$ cat src/rtl/jt49_pkg.sv
// Shared constants and types for the envelope generator: ctrl bit positions,
// level width and the two-state FSM encoding.
package jt49_pkg;

    localparam int CTRL_CONT = 3;
    localparam int CTRL_ATT  = 2;
    localparam int CTRL_ALT  = 1;
    localparam int CTRL_HOLD = 0;

    localparam int          ENV_W    = 5;
    localparam logic [4:0]  SCNT_MAX = 5'd31;

    typedef enum logic {
        ST_RUN  = 1'b0,
        ST_HOLD = 1'b1
    } env_state_t;

    // Output level is the step count, optionally mirrored for a falling slope.
    function automatic logic [4:0] env_level(input logic [4:0] scnt, input logic inv);
        return scnt ^ {5{inv}};
    endfunction

endpackage

$ cat src/rtl/jt49_env_div.sv
// Envelope period divider: counts cen256 ticks and emits a tick when the
// programmed period (0 treated as 1) is reached.
module jt49_env_div (
    input  logic        clk,
    input  logic        rst_n,
    input  logic        cen256,
    input  logic [15:0] period,
    input  logic        clr,
    output logic        tick
);

    logic [15:0] pcnt;
    logic [16:0] pnext;
    logic [16:0] plim;
    logic        reach;

    // 17-bit compare: a period lowered below pcnt fires at once instead of wrapping.
    always_comb begin
        pnext = {1'b0, pcnt} + 17'd1;
        plim  = (period == 16'd0) ? 17'd1 : {1'b0, period};
        reach = (pnext >= plim);
        tick  = cen256 & ~clr & reach;
    end

    always_ff @(posedge clk or negedge rst_n) begin
        if (!rst_n) begin
            pcnt <= 16'd0;
        end else if (clr) begin
            pcnt <= 16'd0;
        end else if (cen256) begin
            pcnt <= reach ? 16'd0 : pnext[15:0];
        end
    end

endmodule

$ cat src/rtl/jt49_envelope.sv
// AY/YM-style envelope generator: period divider plus RUN/HOLD shape FSM.
//   state   | meaning
//   ST_RUN  | step counter advances on each divider tick
//   ST_HOLD | envelope frozen; divider still runs, no step pulses
module jt49_envelope
    import jt49_pkg::*;
(
    input  logic        clk,
    input  logic        rst_n,
    input  logic        cen256,
    input  logic [15:0] period,
    input  logic [3:0]  ctrl,
    input  logic        restart,
    output logic [4:0]  env,
    output logic        step,
    output logic        held
);

    env_state_t  state, state_nx;
    logic [4:0]  scnt, scnt_nx;
    logic        inv, inv_nx;
    logic [4:0]  env_nx;
    logic        step_nx;
    logic        tick;

    jt49_env_div u_div (
        .clk    (clk),
        .rst_n  (rst_n),
        .cen256 (cen256),
        .period (period),
        .clr    (restart),
        .tick   (tick)
    );

    always_ff @(posedge clk or negedge rst_n) begin
        if (!rst_n) begin
            state <= ST_HOLD;
            scnt  <= 5'd0;
            inv   <= 1'b0;
            env   <= 5'd0;
            step  <= 1'b0;
        end else begin
            state <= state_nx;
            scnt  <= scnt_nx;
            inv   <= inv_nx;
            env   <= env_nx;
            step  <= step_nx;
        end
    end

    always_comb begin
        state_nx = state;
        scnt_nx  = scnt;
        inv_nx   = inv;
        env_nx   = env;
        step_nx  = 1'b0;
        if (restart) begin
            scnt_nx  = 5'd0;
            inv_nx   = ~ctrl[CTRL_ATT];
            state_nx = ST_RUN;
            env_nx   = env_level(5'd0, inv_nx);
        end else if (tick && state == ST_RUN) begin
            step_nx = 1'b1;
            if (scnt != SCNT_MAX) begin
                scnt_nx = scnt + 5'd1;
            end else if (!ctrl[CTRL_CONT]) begin
                state_nx = ST_HOLD;
            end else begin
                if (ctrl[CTRL_ALT])
                    inv_nx = ~inv;
                if (ctrl[CTRL_HOLD])
                    state_nx = ST_HOLD;
                else
                    scnt_nx = 5'd0;
            end
            // One-shot shapes park at zero; continuous holds keep the last level.
            env_nx = (state_nx == ST_HOLD && !ctrl[CTRL_CONT]) ? 5'd0
                                                               : env_level(scnt_nx, inv_nx);
        end
    end

    assign held = (state == ST_HOLD);

endmodule
$ cat config.mk
export PLATFORM = sky130hd
export DESIGN_NAME = jt49_envelope
export DESIGN_NICKNAME = d
export VERILOG_FILES = /design/src/rtl/jt49_pkg.sv /design/src/rtl/jt49_env_div.sv /design/src/rtl/jt49_envelope.sv
export SDC_FILE = /design/constraint.sdc
export NUM_CORES = 1
export LEC_CHECK = 0
export CAP_MARGIN = 10
export CELL_PAD_IN_SITES_DETAIL_PLACEMENT = 0
export CELL_PAD_IN_SITES_GLOBAL_PLACEMENT = 1
export CORE_MARGIN = 4
export CORE_UTILIZATION = 37
export DETAILED_ROUTE_END_ITERATION = 10
export GPL_ROUTABILITY_DRIVEN = 0
export GPL_TIMING_DRIVEN = 0
export PLACE_DENSITY = 0.86
export SETUP_SLACK_MARGIN = 0.5
export SLEW_MARGIN = 20
export SYNTH_ARGS = -nofsm -noshare
export SYNTH_HDL_FRONTEND = slang
export SYNTH_SLANG_ARGS = --single-unit
$ cat constraint.sdc
create_clock -name clk -period 3 [get_ports clk]
set_input_delay 0.6 -clock clk [delete_from_list [all_inputs] [get_ports clk]]
set_output_delay 0.6 -clock clk [all_outputs]
set_load 0.01 [all_outputs]
# Word-level counts from Yosys, hierarchy flattened
# Index checks and enable logic that the tools add are counted.
dict set report classes {
  add_sub_neg 2
  multipliers 0
  n_div 0
  n_lt_le_gt_ge 1
  n_eq_ne 1
  n_shift 0
  n_mux 30
  n_bitwise 7
  reduce_logical 6
}
# op n
set op_table {}
lappend op_table {{16-bit 2-to-1 mux} 4}
lappend op_table {{5-bit 2-to-1 mux} 10}
lappend op_table {{16-bit by 1-bit adder with 17-bit output (second input constant)} 1}
lappend op_table {{17-bit greater-or-equal comparator} 1}
lappend op_table {{16-bit zero test} 1}
lappend op_table {{1-bit 2-to-1 mux} 16}
lappend op_table {{5-bit by 1-bit adder with 5-bit output (second input constant)} 1}
lappend op_table {{5-bit inequality test (second input constant)} 1}
lappend op_table {{5-bit bitwise XOR} 1}
lappend op_table {{1-bit inverter} 4}
lappend op_table {{2-bit nonzero test} 2}
lappend op_table {{1-bit AND} 2}
lappend op_table {{1-bit logical AND} 2}
lappend op_table {{1-bit zero test} 1}
dict set report totals {
  regBits 29
  latchBits 0
  ramBits 0
  mem_bits_ro 0
  output_inout_bits 7
  memories 0
}

# Depth between registers and ports, before layout
dict set report logic_depth {
  depth_word 11
  mapped_depth 15
  depth_no_buf 13
}

# Modules after synthesis
# Synthesis repeated with hierarchy kept, for this count alone.
dict set report hier_totals {
  hier_cells 221
  hier_area_um2 2090.8
}
# mod instances cells_per_inst area_per_inst_um2 seq_area_each_um2
set by_module_without_submodules {}
lappend by_module_without_submodules {jt49_env_div 1 144 1307.5 400.4}
lappend by_module_without_submodules {jt49_envelope 1 77 783.3 326.6}

# Worst setup path before layout
# Ideal clock, no wire load.
dict set report synth_path {
  kind {register to register}
  startpoint {register u_div.pcnt[2]}
  endpoint {register u_div.pcnt[15]}
  setup_ns 0.078
  t_arrival_ns 3.182
  t_required_ns 2.922
  setup_slack_ns -0.260
  stages_incl_launch_ff 16
  n_path_buf 2
  path_cell_list {dfrtp_1 buf_4 and4_1 and4_1 nand4_1 nor2_1 xor2_1 ha_1 a21oi_1 a21boi_0 o31ai_1 o211ai_1 nor2_1 buf_2 nand3_1 a21oi_1}
}
dict set report synth_via {
  elab_chain_len 5
}
# element line
set synth_lines {}
lappend synth_lines {{from (decl)} jt49_env_div.sv:12} ;# logic [15:0] pcnt;
lappend synth_lines {{from (signal assigned)} jt49_env_div.sv:31} ;# pcnt <= reach ? 16'd0 : pnext[15:0];
lappend synth_lines {{16-bit by 1-bit adder with 17-bit output (*)} jt49_env_div.sv:19} ;# pnext = {1'b0, pcnt} + 17'd1;
lappend synth_lines {{17-bit greater-or-equal comparator} jt49_env_div.sv:21} ;# reach = (pnext >= plim);
lappend synth_lines {{16-bit 2-to-1 mux (*)} jt49_env_div.sv:31}
lappend synth_lines {{16-bit 2-to-1 mux (*)} jt49_env_div.sv:30} ;# end else if (cen256) begin
lappend synth_lines {{16-bit 2-to-1 mux (*)} jt49_env_div.sv:28} ;# end else if (clr) begin
# Every way passes the cells marked *; elsewhere a longest branch is shown, timed or not. The select of a mux whose other input is x is not followed.
# A chain may end at the register's enable or synchronous reset.

# Final worst setup path
dict set report layout_path {
  startpoint {register u_div.pcnt[2]}
  endpoint {register scnt[1]}
}
dict set report layout_via {
  elab_chain_len 5
}
# element line
set layout_lines {}
lappend layout_lines {{16-bit by 1-bit adder with 17-bit output} jt49_env_div.sv:19}
lappend layout_lines {{17-bit greater-or-equal comparator} jt49_env_div.sv:21}
lappend layout_lines {{1-bit AND} jt49_env_div.sv:22} ;# tick = cen256 & ~clr & reach;
lappend layout_lines {{1-bit logical AND} jt49_envelope.sv:62} ;# end else if (tick && state == ST_RUN) begin
lappend layout_lines {{2-bit nonzero test (no source line)} --}
lappend layout_lines {{to (signal assigned)} jt49_envelope.sv:44} ;# scnt <= scnt_nx;
lappend layout_lines {{to (decl)} jt49_envelope.sv:20} ;# logic [4:0] scnt, scnt_nx;
# No other way between the ends.

==> results.sh <==
export IMPL_status="finished with violations"
export IMPL_failed_checks="setup timing"
export IMPL_antenna_found_initial=0
export IMPL_use_met1=0.217
export IMPL_fmax_mhz=304
export IMPL_layout_nets=371
export IMPL_slew_headroom=0.334
export IMPL_hold_slack_ns=0.349
export IMPL_synth_cells=263
export IMPL_min_period_ns=3.29
export IMPL_power_leakage_uw=0.00140
export IMPL_grt_use_met2=0.295
export IMPL_dp_slack_ns=-0.776
export IMPL_top_usage_layer="met2"
export IMPL_root_buffer="clkbuf_8"
export IMPL_nFillCells=524
export IMPL_cts_tree="yes"
export IMPL_place_area_um2=2670
export IMPL_ys_flop_type="dfrtp_1"
export IMPL_synth_seq_cells=29
export IMPL_rr_worst_depth=16
export IMPL_die_w_um=85.6
export IMPL_die_h_um=85.6
export IMPL_drt_iter0_markers=119
export IMPL_fin_util=0.548
export IMPL_rows=28
export IMPL_synthArstFlopShare=1.00
export IMPL_synthTopCellsByArea="dfrtp_1 31%, ha_1 11%, a21oi_1 4.9%, xnor2_1 4.7%, nand3_1 4.5%"
export IMPL_num_vias=2163
export IMPL_drive_above_1_share=0.252
export IMPL_drv_cap=0
export IMPL_worstSkewPairLatency_ns=0.29
export IMPL_grt_setup_unrepaired="yes"
export IMPL_synthDistinctLibCells=49
export IMPL_ir_worst_vdd_mv=0.229
export IMPL_synthToLayoutAreaGrowth_pct=44.8
export IMPL_ff_latch_area_um2=727
export IMPL_start_util=0.379
export IMPL_tightest_slew_ns=0.997
export IMPL_synth_edff_count=0
export IMPL_io_pins=31
export IMPL_synth_top_area_cell="dfrtp_1"
export IMPL_first_pass_iters=4
export IMPL_insertedDiodeCount=0
export IMPL_cts_sinks=29
export IMPL_hold_viol=0
export IMPL_met3_usage=0.0307
export IMPL_start_kind="flop"
export IMPL_critPathArrivalTime_ns=3.48
export IMPL_numCtsBuffers=5
export IMPL_grt_pass1_wl_mm=10.0
export IMPL_die_area_um2=7330
export IMPL_hpwl_mm=4.11
export IMPL_wire_per_inst_um=15.8
export IMPL_grt_start_max_net_pins=30
export IMPL_slew_violations=0
export IMPL_syn_num_nets=306
export IMPL_power_density_nw_per_um2=281
export IMPL_yosys_warnings=0
export IMPL_overflow=0
export IMPL_crit_path_cell_trace="buf_6, and4_4, and4_4, and4_4, nand4_1, xnor2_2, ha_1, nand4_1, nor2_1, o31ai_1, o211ai_1, buf_4, o21ai_4, buf_6, nor2_4, o32ai_2"
export IMPL_setup_slack_ns=-0.294
export IMPL_multiInputGateArea_um2=1590
export IMPL_syn_area_per_cell_um2=8.47
export IMPL_final_area_um2=3230
export IMPL_crit_required_ns=3.19
export IMPL_coreArea_um2=5890
export IMPL_path_clk_slew_ns=0.07
export IMPL_via_per_inst=5.35
export IMPL_hold_path_class="in -> async"
export IMPL_synth_top_area_frac=0.314
export IMPL_crit_path_max_fanout=8
export IMPL_grt_pass1_vias=2142
export IMPL_clock_path_buffers=2
export IMPL_drt_total_wl_mm=6.37
export IMPL_fin_skew_ns=0.00908
export IMPL_crit_path_frequent_cell="and4_4"
export IMPL_htreeDepth=2
export IMPL_setup_violations=29
export IMPL_grt_use_total=0.171
export IMPL_seq_area_frac_synth=0.326
export IMPL_setup_tns_ns=-6.69
export IMPL_ant_nets=0
export IMPL_syn_area_um2=2230
export IMPL_endpoint_kind="flop"
export IMPL_path_class="reg -> reg"
export IMPL_cp_slowest_stage_delay_ns=0.34
export IMPL_port_buffers=29
export IMPL_cts_hold_buf=0
export IMPL_drc_errors=0
export IMPL_slowest_stage="dfrtp_1"
export IMPL_min_period_over_period=1.10
sequential cells by signal (all words and copies together) (netlist names):
register and cells:
inv 1, step 1, scnt 5, held 1
u_div.pcnt 16, env 5
synth_stat cells, types with 4 or more instances:
| library cell | count |
|---|---|
| xnor2_1 | 12 |
| nor2b_1 | 4 |
| clkbuf_1 | 9 |
| nand3_1 | 20 |
| nor2_1 | 15 |
| a21oi_1 | 22 |
| o311a_1 | 4 |
| a211o_1 | 4 |
| o21ai_0 | 5 |
| ha_1 | 19 |
| nand2_1 | 16 |
| xor2_1 | 8 |
| o31ai_1 | 5 |
| inv_1 | 26 |
| nand2b_1 | 12 |
| dfrtp_1 | 28 |
| nand4_1 | 7 |
routing by layer:
metal / routed length (µm) / vias to the layer above
met4: 76 / 0
met2: 3140 / 42
met5: 0 / -
li1: - / 1081
met1: 2920 / 1030
met3: 228 / 10
final timing paths:
kind	start	end	slack (ns)
setup / recovery	u_div.pcnt[2]$_DFFE_PN0P_	scnt[1]$_DFFE_PN0P_	-0.29
hold / removal	rst_n	u_div.pcnt[11]$_DFFE_PN0P_	0.35
setup reg to reg	u_div.pcnt[2]$_DFFE_PN0P_	scnt[1]$_DFFE_PN0P_	-0.29
hold reg to reg	held$_DFFE_PN1P_	held$_DFFE_PN1P_	0.49
max in group asynchronous	rst_n	u_div.pcnt[4]$_DFFE_PN0P_	2.21
min in group clk	held$_DFFE_PN1P_	held$_DFFE_PN1P_	0.49
where the power goes:
group	internal (µW)	leakage (µW)	total, µW	switching (µW)
clock	207	0.0000542	360	153
sequential	400	0.000384	407	6.55
combinational	67.5	0.000965	138	70.9
layout make-up:
type                            instances  area share
Timing Repair Buffer                   58       0.169
Clock inverter                          1     0.00155
Tap cell                               75      0.0291
Inverter                               26      0.0302
Multi-Input combinational cell        195       0.491
Buffer                                 13      0.0237
Clock buffer                            7      0.0299
Sequential cell                        29       0.225
cell families (layout without fill, tap and decap cells):
family | Yosys count | in the layout | share of synthesized area
compound gates | 64 | 64 | 0.195
flops | 29 | 29 | 0.326
xor+xnor | 20 | 20 | 0.0786
fa+ha+maj | 19 | 19 | 0.107
buf+inv | 39 | 105 | 0.0685
simple gates | 92 | 92 | 0.225
critical path, delay by kind of cell, from the launching register on:
family                     cells  cell delay, ns
buffers and inverters          3            0.47
xor gates and xnor gates       1            0.19
AOI/OAI and AO/OA              4            0.84
and+or+nand+nor                7            1.03
adders and majority gates      1            0.32
DFF                            1            0.34
through the flow:
stage | cells | power [µW]
6_report | 404 | 905
5_1_grt | 404 | 948
4_1_cts | 394 | 906
3_5_place_dp | 367 | 545
3_3_place_gp | 367 | 543
2_1_floorplan | 263 | 475
cell usage in the layout, fill, tap and decap left out, types with 7 or more instances in the layout:
cell | netlist | final
nand2_1 | 16 | 15
inv_1 | 26 | 26
a21oi_2 | 0 | 8
buf_4 | 1 | 22
nand3_2 | 0 | 7
xnor2_1 | 12 | 9
clkbuf_1 | 9 | 8
nand2b_1 | 12 | 12
clkbuf_8 | 0 | 7
nor2_1 | 15 | 11
a21oi_1 | 22 | 14
clkdlybuf4s50_1 | 0 | 28
xor2_1 | 8 | 8
nand4_1 | 7 | 7
nand3_1 | 20 | 11
ha_1 | 19 | 19
dfrtp_1 | 28 | 28
buf_6 | 0 | 8
repair_timing:
item | CTS | global route
setup endpoints to repair | 29 | 29
pin swaps | 17 | 12
setup buffers | 18 | 10
resized for setup | 19 | 27
gates cloned | 1 | 0
Power figures use the tool's default switching activity.
